<file path="src/rtl/gbf_fill_pkg.sv">
// Shared FSM state encoding and requester indices for the GBF fill scheduler.
package gbf_fill_pkg;

  localparam int NUM_REQ   = 4;
  localparam int REQ_IDX_W = 2;

  // Requester order doubles as the round-robin search order.
  localparam logic [REQ_IDX_W-1:0] REQ_ACTV1 = 2'd0;
  localparam logic [REQ_IDX_W-1:0] REQ_WGT1  = 2'd1;
  localparam logic [REQ_IDX_W-1:0] REQ_ACTV2 = 2'd2;
  localparam logic [REQ_IDX_W-1:0] REQ_WGT2  = 2'd3;

  localparam logic [NUM_REQ-1:0] ACTV_MASK = 4'b0101;

  typedef enum logic [1:0] {
    IDLE = 2'd0,
    REQ  = 2'd1,
    XFER = 2'd2,
    DONE = 2'd3
  } fill_state_t;

  function automatic logic [REQ_IDX_W-1:0] onehot_idx(input logic [NUM_REQ-1:0] oh);
    logic [REQ_IDX_W-1:0] idx;
    idx = '0;
    for (int i = 0; i < NUM_REQ; i++) begin
      if (oh[i]) idx = idx | REQ_IDX_W'(i);
    end
    return idx;
  endfunction

  function automatic logic is_actv(input logic [REQ_IDX_W-1:0] idx);
    return ~idx[0];
  endfunction

endpackage

</file>
<file path="src/rtl/gbf_fill_rr_arb.sv">
// Four-way round-robin arbiter, one-hot grant, pointer advances past the winner on accept.
// Optional GBF_FILL_ACTV_PRIO_EN: eligible activation requests beat weight requests.
module gbf_fill_rr_arb
  import gbf_fill_pkg::*;
(
  input  logic               clk,
  input  logic               reset,
  input  logic [NUM_REQ-1:0] req,
  input  logic               accept,
  output logic [NUM_REQ-1:0] grant
);

  logic [REQ_IDX_W-1:0] ptr_q, ptr_d;
  logic [NUM_REQ-1:0]   cand;
  logic [REQ_IDX_W-1:0] idx;
  logic                 found;

  always_comb begin
    cand = req;
`ifdef GBF_FILL_ACTV_PRIO_EN
    if (|(req & ACTV_MASK)) cand = req & ACTV_MASK;
`endif
    grant = '0;
    found = 1'b0;
    idx   = '0;
    // ptr_q holds the first index to search, i.e. one past the last winner.
    for (int i = 0; i < NUM_REQ; i++) begin
      idx = ptr_q + REQ_IDX_W'(i);
      if (!found && cand[idx]) begin
        grant[idx] = 1'b1;
        found      = 1'b1;
      end
    end
    ptr_d = ptr_q;
    for (int i = 0; i < NUM_REQ; i++) begin
      if (accept && grant[i]) ptr_d = REQ_IDX_W'(i + 1);
    end
  end

  always_ff @(posedge clk or posedge reset) begin
    if (reset) ptr_q <= '0;
    else       ptr_q <= ptr_d;
  end

endmodule

</file>
<file path="src/rtl/gbf_fill_scheduler.sv">
// Fills four GBF buffers from an off-chip burst source: arbitrate, request, stream, pulse ready.
// Optional GBF_FILL_ACTV_PRIO_EN gives activation buffers priority over weight buffers.
module gbf_fill_scheduler
  import gbf_fill_pkg::*;
#(
  parameter int GBF_DATA_BITWIDTH = 512,
  parameter int GBF_ADDR_BITWIDTH = 5,
  parameter int GBF_DEPTH         = 32,
  parameter int SRC_ADDR_BITWIDTH = 32
) (
  input  logic                         clk,
  input  logic                         reset,
  input  logic                         start,
  input  logic [SRC_ADDR_BITWIDTH-1:0] actv_base_addr,
  input  logic [SRC_ADDR_BITWIDTH-1:0] wgt_base_addr,
  input  logic [GBF_ADDR_BITWIDTH:0]   fill_len,
  input  logic                         actv_gbf1_need_data,
  input  logic                         actv_gbf2_need_data,
  input  logic                         wgt_gbf1_need_data,
  input  logic                         wgt_gbf2_need_data,
  output logic                         src_req,
  output logic [SRC_ADDR_BITWIDTH-1:0] src_addr,
  input  logic                         src_ack,
  input  logic                         src_valid,
  input  logic [GBF_DATA_BITWIDTH-1:0] src_data,
  output logic                         src_ready,
  output logic                         actv_en1a,
  output logic                         actv_we1a,
  output logic                         actv_en2a,
  output logic                         actv_we2a,
  output logic                         wgt_en1a,
  output logic                         wgt_we1a,
  output logic                         wgt_en2a,
  output logic                         wgt_we2a,
  output logic [GBF_ADDR_BITWIDTH-1:0] gbf_addr,
  output logic [GBF_DATA_BITWIDTH-1:0] gbf_w_data,
  output logic                         gbf_actv_buf1_ready,
  output logic                         gbf_actv_buf2_ready,
  output logic                         gbf_wgt_buf1_ready,
  output logic                         gbf_wgt_buf2_ready,
  output logic                         gbf_actv_data_avail,
  output logic                         gbf_wgt_data_avail,
  output logic                         busy
);

  localparam int LW = GBF_ADDR_BITWIDTH + 1;

  fill_state_t                  state_q, state_d;
  logic [REQ_IDX_W-1:0]         gnt_idx_q, gnt_idx_d;
  logic [LW-1:0]                len_q, len_d;
  logic [LW-1:0]                cnt_q, cnt_d;
  logic [SRC_ADDR_BITWIDTH-1:0] actv_ptr_q, actv_ptr_d;
  logic [SRC_ADDR_BITWIDTH-1:0] wgt_ptr_q, wgt_ptr_d;
  logic [NUM_REQ-1:0]           served_q, served_d;
  logic [1:0]                   avail_q, avail_d;
  logic                         src_req_q, src_req_d;
  logic [SRC_ADDR_BITWIDTH-1:0] src_addr_q, src_addr_d;
  logic                         src_ready_q, src_ready_d;
  logic [NUM_REQ-1:0]           wr_sel_q, wr_sel_d;
  logic [GBF_ADDR_BITWIDTH-1:0] gbf_addr_q, gbf_addr_d;
  logic [GBF_DATA_BITWIDTH-1:0] gbf_w_data_q, gbf_w_data_d;
  logic [NUM_REQ-1:0]           rdy_q, rdy_d;

  logic [NUM_REQ-1:0]   need;
  logic [NUM_REQ-1:0]   eligible;
  logic [NUM_REQ-1:0]   grant_oh;
  logic                 arb_accept;
  logic [LW-1:0]        eff_len;
  logic [LW-1:0]        cnt_nxt;
  logic [REQ_IDX_W-1:0] grant_idx;

  assign need       = {wgt_gbf2_need_data, actv_gbf2_need_data, wgt_gbf1_need_data, actv_gbf1_need_data};
  assign eligible   = need & ~served_q;
  assign arb_accept = (state_q == IDLE) && !start && (|eligible);
  assign eff_len    = (fill_len == '0) ? LW'(GBF_DEPTH) : fill_len;
  assign cnt_nxt    = cnt_q + LW'(1);
  assign grant_idx  = onehot_idx(grant_oh);

  gbf_fill_rr_arb u_arb (
    .clk    (clk),
    .reset  (reset),
    .req    (eligible),
    .accept (arb_accept),
    .grant  (grant_oh)
  );

  always_comb begin
    state_d      = state_q;
    gnt_idx_d    = gnt_idx_q;
    len_d        = len_q;
    cnt_d        = cnt_q;
    actv_ptr_d   = actv_ptr_q;
    wgt_ptr_d    = wgt_ptr_q;
    avail_d      = avail_q;
    src_req_d    = src_req_q;
    src_addr_d   = src_addr_q;
    src_ready_d  = src_ready_q;
    gbf_addr_d   = gbf_addr_q;
    gbf_w_data_d = gbf_w_data_q;
    wr_sel_d     = '0;
    rdy_d        = '0;
    // A served flag survives only while its need line stays high.
    served_d     = served_q & need;

    unique case (state_q)
      IDLE: begin
        if (start) begin
          actv_ptr_d = actv_base_addr;
          wgt_ptr_d  = wgt_base_addr;
          avail_d    = '0;
        end else if (|eligible) begin
          gnt_idx_d  = grant_idx;
          len_d      = eff_len;
          cnt_d      = '0;
          src_req_d  = 1'b1;
          src_addr_d = is_actv(grant_idx) ? actv_ptr_q : wgt_ptr_q;
          state_d    = REQ;
        end
      end
      REQ: begin
        if (src_ack) begin
          src_req_d   = 1'b0;
          src_ready_d = 1'b1;
          state_d     = XFER;
        end
      end
      XFER: begin
        if (src_valid && src_ready_q) begin
          wr_sel_d[gnt_idx_q] = 1'b1;
          gbf_addr_d          = cnt_q[GBF_ADDR_BITWIDTH-1:0];
          gbf_w_data_d        = src_data;
          cnt_d               = cnt_nxt;
          if (cnt_nxt == len_q) begin
            src_ready_d = 1'b0;
            state_d     = DONE;
          end
        end
      end
      DONE: begin
        if (is_actv(gnt_idx_q)) begin
          actv_ptr_d = actv_ptr_q + SRC_ADDR_BITWIDTH'(len_q);
          avail_d[0] = 1'b1;
        end else begin
          wgt_ptr_d  = wgt_ptr_q + SRC_ADDR_BITWIDTH'(len_q);
          avail_d[1] = 1'b1;
        end
        served_d[gnt_idx_q] = 1'b1;
        rdy_d[gnt_idx_q]    = 1'b1;
        state_d             = IDLE;
      end
      default: state_d = IDLE;
    endcase
  end

  always_ff @(posedge clk or posedge reset) begin
    if (reset) begin
      state_q      <= IDLE;
      gnt_idx_q    <= '0;
      len_q        <= '0;
      cnt_q        <= '0;
      actv_ptr_q   <= '0;
      wgt_ptr_q    <= '0;
      served_q     <= '0;
      avail_q      <= '0;
      src_req_q    <= 1'b0;
      src_addr_q   <= '0;
      src_ready_q  <= 1'b0;
      wr_sel_q     <= '0;
      gbf_addr_q   <= '0;
      gbf_w_data_q <= '0;
      rdy_q        <= '0;
    end else begin
      state_q      <= state_d;
      gnt_idx_q    <= gnt_idx_d;
      len_q        <= len_d;
      cnt_q        <= cnt_d;
      actv_ptr_q   <= actv_ptr_d;
      wgt_ptr_q    <= wgt_ptr_d;
      served_q     <= served_d;
      avail_q      <= avail_d;
      src_req_q    <= src_req_d;
      src_addr_q   <= src_addr_d;
      src_ready_q  <= src_ready_d;
      wr_sel_q     <= wr_sel_d;
      gbf_addr_q   <= gbf_addr_d;
      gbf_w_data_q <= gbf_w_data_d;
      rdy_q        <= rdy_d;
    end
  end

  assign src_req    = src_req_q;
  assign src_addr   = src_addr_q;
  assign src_ready  = src_ready_q;
  assign gbf_addr   = gbf_addr_q;
  assign gbf_w_data = gbf_w_data_q;
  assign busy       = (state_q != IDLE);

  assign {wgt_en2a, actv_en2a, wgt_en1a, actv_en1a} = wr_sel_q;
  assign {wgt_we2a, actv_we2a, wgt_we1a, actv_we1a} = wr_sel_q;
  assign {gbf_wgt_buf2_ready, gbf_actv_buf2_ready, gbf_wgt_buf1_ready, gbf_actv_buf1_ready} = rdy_q;
  assign {gbf_wgt_data_avail, gbf_actv_data_avail} = avail_q;

endmodule

</file>
<file path="config.mk">
export PLATFORM = sky130hd
export DESIGN_NAME = gbf_fill_scheduler
export DESIGN_NICKNAME = d
export VERILOG_FILES = /design/src/rtl/gbf_fill_pkg.sv /design/src/rtl/gbf_fill_rr_arb.sv /design/src/rtl/gbf_fill_scheduler.sv
export SDC_FILE = /design/constraint.sdc
export NUM_CORES = 1
export LEC_CHECK = 0
export ABC_AREA = 1
export ABC_CLOCK_PERIOD_IN_PS = 27300
export CAP_MARGIN = 40
export CORE_AREA = 2 2 447 449
export CTS_CLUSTER_SIZE = 24
export DETAILED_ROUTE_END_ITERATION = 10
export DIE_AREA = 0 0 449 451
export GPL_TIMING_DRIVEN = 0
export PLACE_DENSITY = 0.38
export SETUP_SLACK_MARGIN = 0.05
export SLEW_MARGIN = 25
export SYNTH_ARGS = -nofsm -noshare
export SYNTH_HDL_FRONTEND = slang
export SYNTH_HIERARCHICAL = 1
export SYNTH_SLANG_ARGS = --single-unit
</file>
<file path="constraint.sdc">
create_clock -name clk -period 27.3 [get_ports clk]
set_input_delay 4.095 -clock clk [delete_from_list [all_inputs] [get_ports clk]]
set_output_delay 4.095 -clock clk [all_outputs]
set_load 0.02 [all_outputs]
</file>
==> results summary, run 1 <==
The overall power consumption is approximately 5.7 mW. The final routed DRC violation total came out at 0. The via count of the first global-routing pass is 27939. CTS placed an instance of sky130_fd_sc_hd__clkbuf_16 at the clock tree root. The post-route fraction of the period consumed by the critical path is 0.237. The HPWL reported at the end of detailed placement came out at 129000 um. The critical path's most frequent cell is sky130_fd_sc_hd__nand2_1. The first global-routing pass estimated 222000 um of wire. The data arrival time of the worst path came out at 7050 ps. The setup violation total in the final timing report is 0. The mapped netlist covers ~28000 sq um.

The largest fanout on the critical path came out at 10. The number of hold-slack violations in the final timing report is 0. The transition at the pin with the smallest max-transition slack came out at between 800 and 900 ps. The first-pass iteration count of the detailed router is 6.

After the last flow step, the layout net total stands at about 5400. The post-synthesis instance total came out at between 3000 and 4000. The routed wire length came out at around 160000 um. In this run the worst hold path is classified as flop to flop. The height of the chip came out at 451 um. The worst setup path is launched from an input port.

The final weighted congestion in routability-driven placement came out at 0.883. The post-cts hold buffer count came out at 0. The filler-free cell count of the finished design came out at about 7500. The synthesized netlist net count is between 4000 and 5000.

The filler cells instantiated in the layout total 22043. The remaining number of nets flagged by the antenna check after routing is 0. The startpoint identified for the worst hold timing path is gbf_w_data[232]. The clock reaches the later pin of the worst-skew pair after 740 ps. Setup repair after global routing left no endpoint under its margin. The number of rows created at floorplan is 164. The worst-case vdd ir drop came out at 0.0461 mV.

The total placed cells including tap cells is 7320. The fraction of layout cells with a size suffix above 1 is 0.0692. The max capacitance violation total is 0.

The count of yosys warnings during synthesis came out at 6. The floorplan step defined a core boundary enclosing 198000 sq um. The count of clock tree sinks is 647. Summing all multi-input logic gate instances after layout gives 10600 sq um.

The number of vias after detailed routing is 27797. The die width came out at 449 um. The die area is 202000 sq um. The final cell area excluding filler cells is 46300 sq um. The instance area after placement is 43300 sq um.

The worst clock skew on the final layout came out at approximately 40 ps. For this design the static power due to leakage is between 20 and 25 nW. The longest individual stage delay on the worst path came out at between 400 and 500 ps.

The count of routing violations after the opening detailed-route iteration is 1713. The clock-pin transition on the worst setup and hold timing paths is ~60 ps. The mean post-synth cell area came out at around 8 sq um.

The number of buffers inserted by post-CTS setup repair is 0. The largest net degree at the start of global routing is 85. The tightest hold margin is 466 ps. The flow ran to the end, and the final reports show no timing, DRC or antenna violations.

The signal on the critical path passes through clkdlybuf4s50_1 > nand2_1 > inv_1 > nand2_1 > nand3_1 > nand2_1 > nand2_1 > nor2_1 > nand2_1 > nand3_1 > nor2_1 > clkbuf_1 > nand2_1 > o21ai_0 > o21ai_1. The accumulated negative setup slack came out at 0 ps. Power spread over the standard cell area amounts to 122 nW/um^2. The initial antenna violation count came out at 70. The worst slew margin relative to its limit is 0.432. The required time reported for the critical path endpoint came out at 27870 ps. On the critical path, the stage with the largest delay is an instance of sky130_fd_sc_hd__clkdlybuf4s50_1.

The number of levels in the clock H-tree came out at 3. STA classifies the critical path endpoint as a flop. The minimum clock period is 6480 ps. After detailed routing, the number of vias per cell comes to 3.70. The critical register-to-register path startpoint is u_arb/ptr_q[0]. The most critical setup path has its startpoint at wgt_gbf1_need_data. The aggregate global routing overflow is 0.

The sequential cell area in the final layout came out at 16200 sq um. The quantity of I/O buffers inserted on ports came out at 1156. The global-route usage over all layers is 0.154. The maximum clock frequency came out at between 0.15 and 0.2 GHz. The quantity of gates resized following cts came out at 0. The number of primary I/O pins is ~1200.

The critical path in this run is classified as input port to flop. The growth of design area from synthesis to finish is 64.3%. The total CTS buffers is 90. TritonCTS built the clock tree. The starting density of the core came out at 0.142.

The number of max-slew violations in the final report came out at 0. The clock tree buffer depth is 3. The average wire per cell in the routed design is around 21 um.
[stage by stage]
stage	setup WS (ps)	util
floorplan	5130	-
global placement	-6840	0.217
detailed placement	20080	0.219
CTS	20860	0.233
global route	20650	0.234
finish	20820	0.234
[routing by layer]
layer,wire [um],track usage,vias up
li1,-,-,13388
met1,57700,0.160,13188
met2,85500,0.282,906
met3,10000,0.0421,281
met4,6940,0.0797,34
met5,208,0,-
[cell usage in the layout, fill, tap and decap left out, types with 5 or more instances in the layout]
| cell type | count |
|---|---|
| sky130_fd_sc_hd__nand2_2 | 9 |
| sky130_fd_sc_hd__inv_2 | 14 |
| sky130_fd_sc_hd__a21oi_1 | 29 |
| sky130_fd_sc_hd__clkbuf_8 | 22 |
| sky130_fd_sc_hd__diode_2 | 27 |
| sky130_fd_sc_hd__buf_2 | 104 |
| sky130_fd_sc_hd__o21ai_2 | 5 |
| sky130_fd_sc_hd__nand4_1 | 23 |
| sky130_fd_sc_hd__o21ai_1 | 35 |
| sky130_fd_sc_hd__ha_1 | 22 |
| sky130_fd_sc_hd__clkbuf_16 | 90 |
| sky130_fd_sc_hd__xor2_1 | 10 |
| sky130_fd_sc_hd__inv_1 | 145 |
| sky130_fd_sc_hd__nor2_2 | 7 |
| sky130_fd_sc_hd__clkinv_2 | 18 |
| sky130_fd_sc_hd__a31oi_1 | 10 |
| sky130_fd_sc_hd__nor3_1 | 23 |
| sky130_fd_sc_hd__dfrtp_1 | 647 |
| sky130_fd_sc_hd__buf_1 | 9 |
| sky130_fd_sc_hd__buf_4 | 9 |
| sky130_fd_sc_hd__o22ai_1 | 11 |
| sky130_fd_sc_hd__nand2_1 | 1934 |
| sky130_fd_sc_hd__buf_16 | 8 |
| sky130_fd_sc_hd__o21ai_0 | 111 |
| sky130_fd_sc_hd__nand3_1 | 103 |
| sky130_fd_sc_hd__nor3_2 | 10 |
| sky130_fd_sc_hd__nor2_1 | 130 |
| sky130_fd_sc_hd__clkbuf_1 | 57 |
| sky130_fd_sc_hd__clkdlybuf4s50_1 | 1156 |
[final timing paths]
kind	endpoint	slack, ps	cells after the start
max in group asynchronous	gbf_w_data[467]	21700	5
min in group asynchronous	u_arb/ptr_q[0]	3710	2
worst min register to register	gbf_w_data[232]	470	2
worst max-delay path	src_addr[6]	20820	15
worst min-delay path	gbf_w_data[232]	470	2
worst max register to register	src_addr[6]	23840	14
[flip-flops by register name, indices dropped and copies added (netlist names)]
register,flops
wr_sel_q,4
u_arb/ptr_q,2
served_q,4
avail_q,2
gbf_addr,5
wgt_ptr_q,32
actv_ptr_q,32
gbf_w_data,512
src_req,1
src_addr,32
gnt_idx_q,2
cnt_q,6
len_q,6
src_ready,1
state_q,2
rdy_q,4
[worst max-delay path, delay by kind of cell]
family          cells  cell delay, ps
buf+inv             3            1040
compound gates      2             330
simple gates       10            1570
[area by class of cell]
class,count,area share
well taps,2656,0.0717
inverters,164,0.0135
flip-flops and latches,647,0.350
diodes,27,0.00146
multi-input cells,2523,0.229
clock buffers,129,0.0565
plain buffers,164,0.0169
repair buffers,1166,0.255
clock inverters,31,0.00637
[power breakdown]
group          total [mW]  internal [mW]  switching [mW]
clock network        1.19          0.694           0.494
registers            1.69           1.39           0.301
logic                2.79           1.08            1.71
total                5.67           3.17            2.51
Power figures use the tool's default switching activity.
==> run 2, diff against run 1 <==
Settings changed: ABC_CLOCK_PERIOD_IN_PS 27300 to 5600, CORE_AREA 2 2 447 449 to 2 2 448 450, DIE_AREA 0 0 449 451 to 0 0 450 452, PLACE_DENSITY 0.38 to 0.39.
Clock period 27.3 ns to 5.6 ns, I/O delays scaled along.
==> run 2 against run 1 <==
  * Global-route usage grew 0.15 points
  * Sequential share of layout area decreased by 0.38 points
  * Non-clock buffer count up 19
  * Total power rose to 4.9 times the previous value
  * Highest routed layer unchanged
==> results summary, run 2 (synthesized netlist as in run 1, its figures left out) <==
The flow ran to the end, and the final reports show no timing, DRC or antenna violations. The quantity of gates resized following cts is 0 (unchanged). The aggregate global routing overflow is 0 (unchanged).

The remaining number of nets flagged by the antenna check after routing came out at 0 (unchanged). The number of buffers inserted by post-CTS setup repair is 0 (unchanged). The die area is 203000 sq um (+0.44%). The overall power consumption is 28.0 mW (+390%). The number of rows created at floorplan is 164 (unchanged). The initial antenna violation count came out at 66 (-5.7%).

Setup repair after global routing left no endpoint under its margin. The post-placement setup slack is 1490 ps (-18590 ps). The number of primary I/O pins is 1157 (unchanged). The number of vias after detailed routing came to 28048 (+0.90%). The total placed cells including tap cells is 7339 (+0.26%). The max capacitance violation total came out at 0 (unchanged). The most frequent standard cell in the layout excluding fill and tap cells is sky130_fd_sc_hd__nand2_1. The global-route usage over all layers came out at 0.155 (+0.00152). The required time reported for the critical path endpoint is 6170 ps (-21700 ps). The accumulated negative setup slack is 0 ps (unchanged). The final weighted congestion in routability-driven placement is 0.872 (-1.3%). In the layout the commonest cells are 1934 x sky130_fd_sc_hd__nand2_1, 1156 x sky130_fd_sc_hd__clkdlybuf4s50_1, 647 x sky130_fd_sc_hd__dfrtp_1. The worst clock skew on the final layout is 35.1 ps (-5.21 ps).

The largest fanout on the critical path is 10 (unchanged). The worst slew margin relative to its limit is 0.437 (+0.00559). The multi-input logic area came out at 10600 sq um (unchanged).

The worst setup path is launched from a flop. The transition at the pin with the smallest max-transition slack is 844 ps (-8.38 ps). The number of hold-slack violations in the final timing report is 0 (unchanged). The worst setup path is captured at a flop. The worst-case vdd ir drop was 0.248 mV (+440%). The minimum clock period came out at between 3000 and 4000 ps. The number of max-slew violations in the final report is 0 (unchanged). The number of buffers and inverters on the critical path came out at 4 (+1). The number of levels in the clock H-tree is 3 (unchanged). Compared with the post-synthesis result, the final layout area differs by 66.1%. The static leakage power is 21.9 nW (+1.2%). The later-pin clock latency in the skew report was 740 ps (about the same). The setup violation total in the final timing report came out at 0 (unchanged).

The data arrival time of the worst path was 4110 ps (-2940 ps). The filler-free cell count of the finished design came out at 7513 (+0.080%). Walking the worst path, the cells encountered are inv_2 > ha_1 > inv_1 > nand3_1 > nand2_1 > nand2_4 > inv_2 > nand3_1 > nand3_1 > nor2_1 > clkbuf_1 > nand2_1 > o21ai_0 > o21ai_1. The routed wire length came to 163000 um (+1.7%). The post-route fraction of the period consumed by the critical path is 0.633. The via count of the first global-routing pass came to 28207 (+0.96%). The largest net degree at the start of global routing came out at 30 (-65%). The number of flip-flops in the largest register is 512 (unchanged).

The global-route wire length before repair came out at 225000 um (+1.5%). The layout net count is 5389 (+0.34%). The starting density of the core was 0.142 (-0.000294). The quantity of I/O buffers inserted on ports is 1156 (unchanged). The average wire per cell in the routed design came to 21.7 um (+1.6%). The clock tree buffer depth came out at 3 (unchanged). The average vias per placed instance came out at 3.73 (+0.82%). The fraction of layout cells with a size suffix above 1 is 0.0741 (+0.00484). The ratio of total power to cell area is 598 nW/um^2 (+390%). The height of the chip came to 452 um (+0.22%).

The clock-pin transition on the worst setup and hold timing paths came out at 60 ps (about the same). The total CTS buffers is 89 (-1.1%). The worst setup path is of the flop to flop kind. Counting stages on the worst path, the most repeated cell is sky130_fd_sc_hd__nand3_1. The fill cell instance count of the final layout came to 22077 (+0.15%). The total core area came out at 199000 sq um (+0.21%). The register-to-register path setup slack came out at 2050 ps (-21790 ps). Timing would allow up to 0.282 GHz.

TritonCTS built the clock tree. The final routed DRC violation total is 0 (unchanged). The largest individual stage delay along the critical path comes from the cell sky130_fd_sc_hd__dfrtp_1. CTS placed an instance of sky130_fd_sc_hd__clkbuf_16 at the clock tree root. The worst setup slack after layout came out at 2050 ps (-18770 ps). The die width is 450 um (+0.22%). The count of clock tree sinks came to 647 (unchanged).

The first-pass iteration count of the detailed router came to 5 (-1). The post-cts hold buffer count came out at 0 (unchanged). The HPWL reported at the end of detailed placement came to 134000 um (+3.7%). The sequential cell area in the final layout came out at 16200 sq um (unchanged). The count of routing violations after the opening detailed-route iteration came out at 1786 (+4.3%). The longest individual stage delay on the worst path is 560 ps (+80 ps). The kind of cell adding the most delay to the critical path is simple AND/OR/NAND/NOR gates. The path class of the tightest hold or removal check is input port to async pin.
[run 2: worst paths after layout]
check,startpoint,endpoint,cells past startpoint
max,u_arb/ptr_q[0],src_addr[10],14
min,reset,u_arb/ptr_q[0],2
max reg2reg,u_arb/ptr_q[0],src_addr[10],14
min reg2reg,gbf_w_data[73],gbf_w_data[73],2
max in group asynchronous,reset,gbf_w_data[421],10
min in group clk,gbf_w_data[73],gbf_w_data[73],2
[run 2: power breakdown]
group,switching [mW],leakage (nW),internal [mW]
clock network,2.46,1.54,3.61
logic,8.31,12.3,5.29
registers,1.57,8.12,6.79
[run 2: final cells by class]
cell class | instances | area share
multi-input combinational | 2523 | 0.226
clock inverter | 36 | 0.00997
clock buffer | 127 | 0.0562
buffer | 164 | 0.0167
antenna | 11 | 0.000588
timing repair buffer | 1185 | 0.260
tap | 2656 | 0.0710
inverter | 164 | 0.0132
sequential | 647 | 0.346
[run 2: metrics by stage]
step	cell area (sq um)	hold WS [ps]	utilization
final	46800	391	0.236
after global routing	46800	367	0.236
after CTS	46800	310	0.236
after detailed placement	43700	457	0.220
after global placement	43100	454	0.217
after floorplan	28200	452	-
[run 2: layer usage]
| layer | vias up | share of wire | track usage |
|---|---|---|---|
| met5 | - | 0.00057 | 0 |
| met4 | 16 | 0.033 | 0.0534 |
| met3 | 246 | 0.058 | 0.0360 |
| met2 | 955 | 0.54 | 0.294 |
| met1 | 13425 | 0.37 | 0.168 |
| li1 | 13406 | - | - |
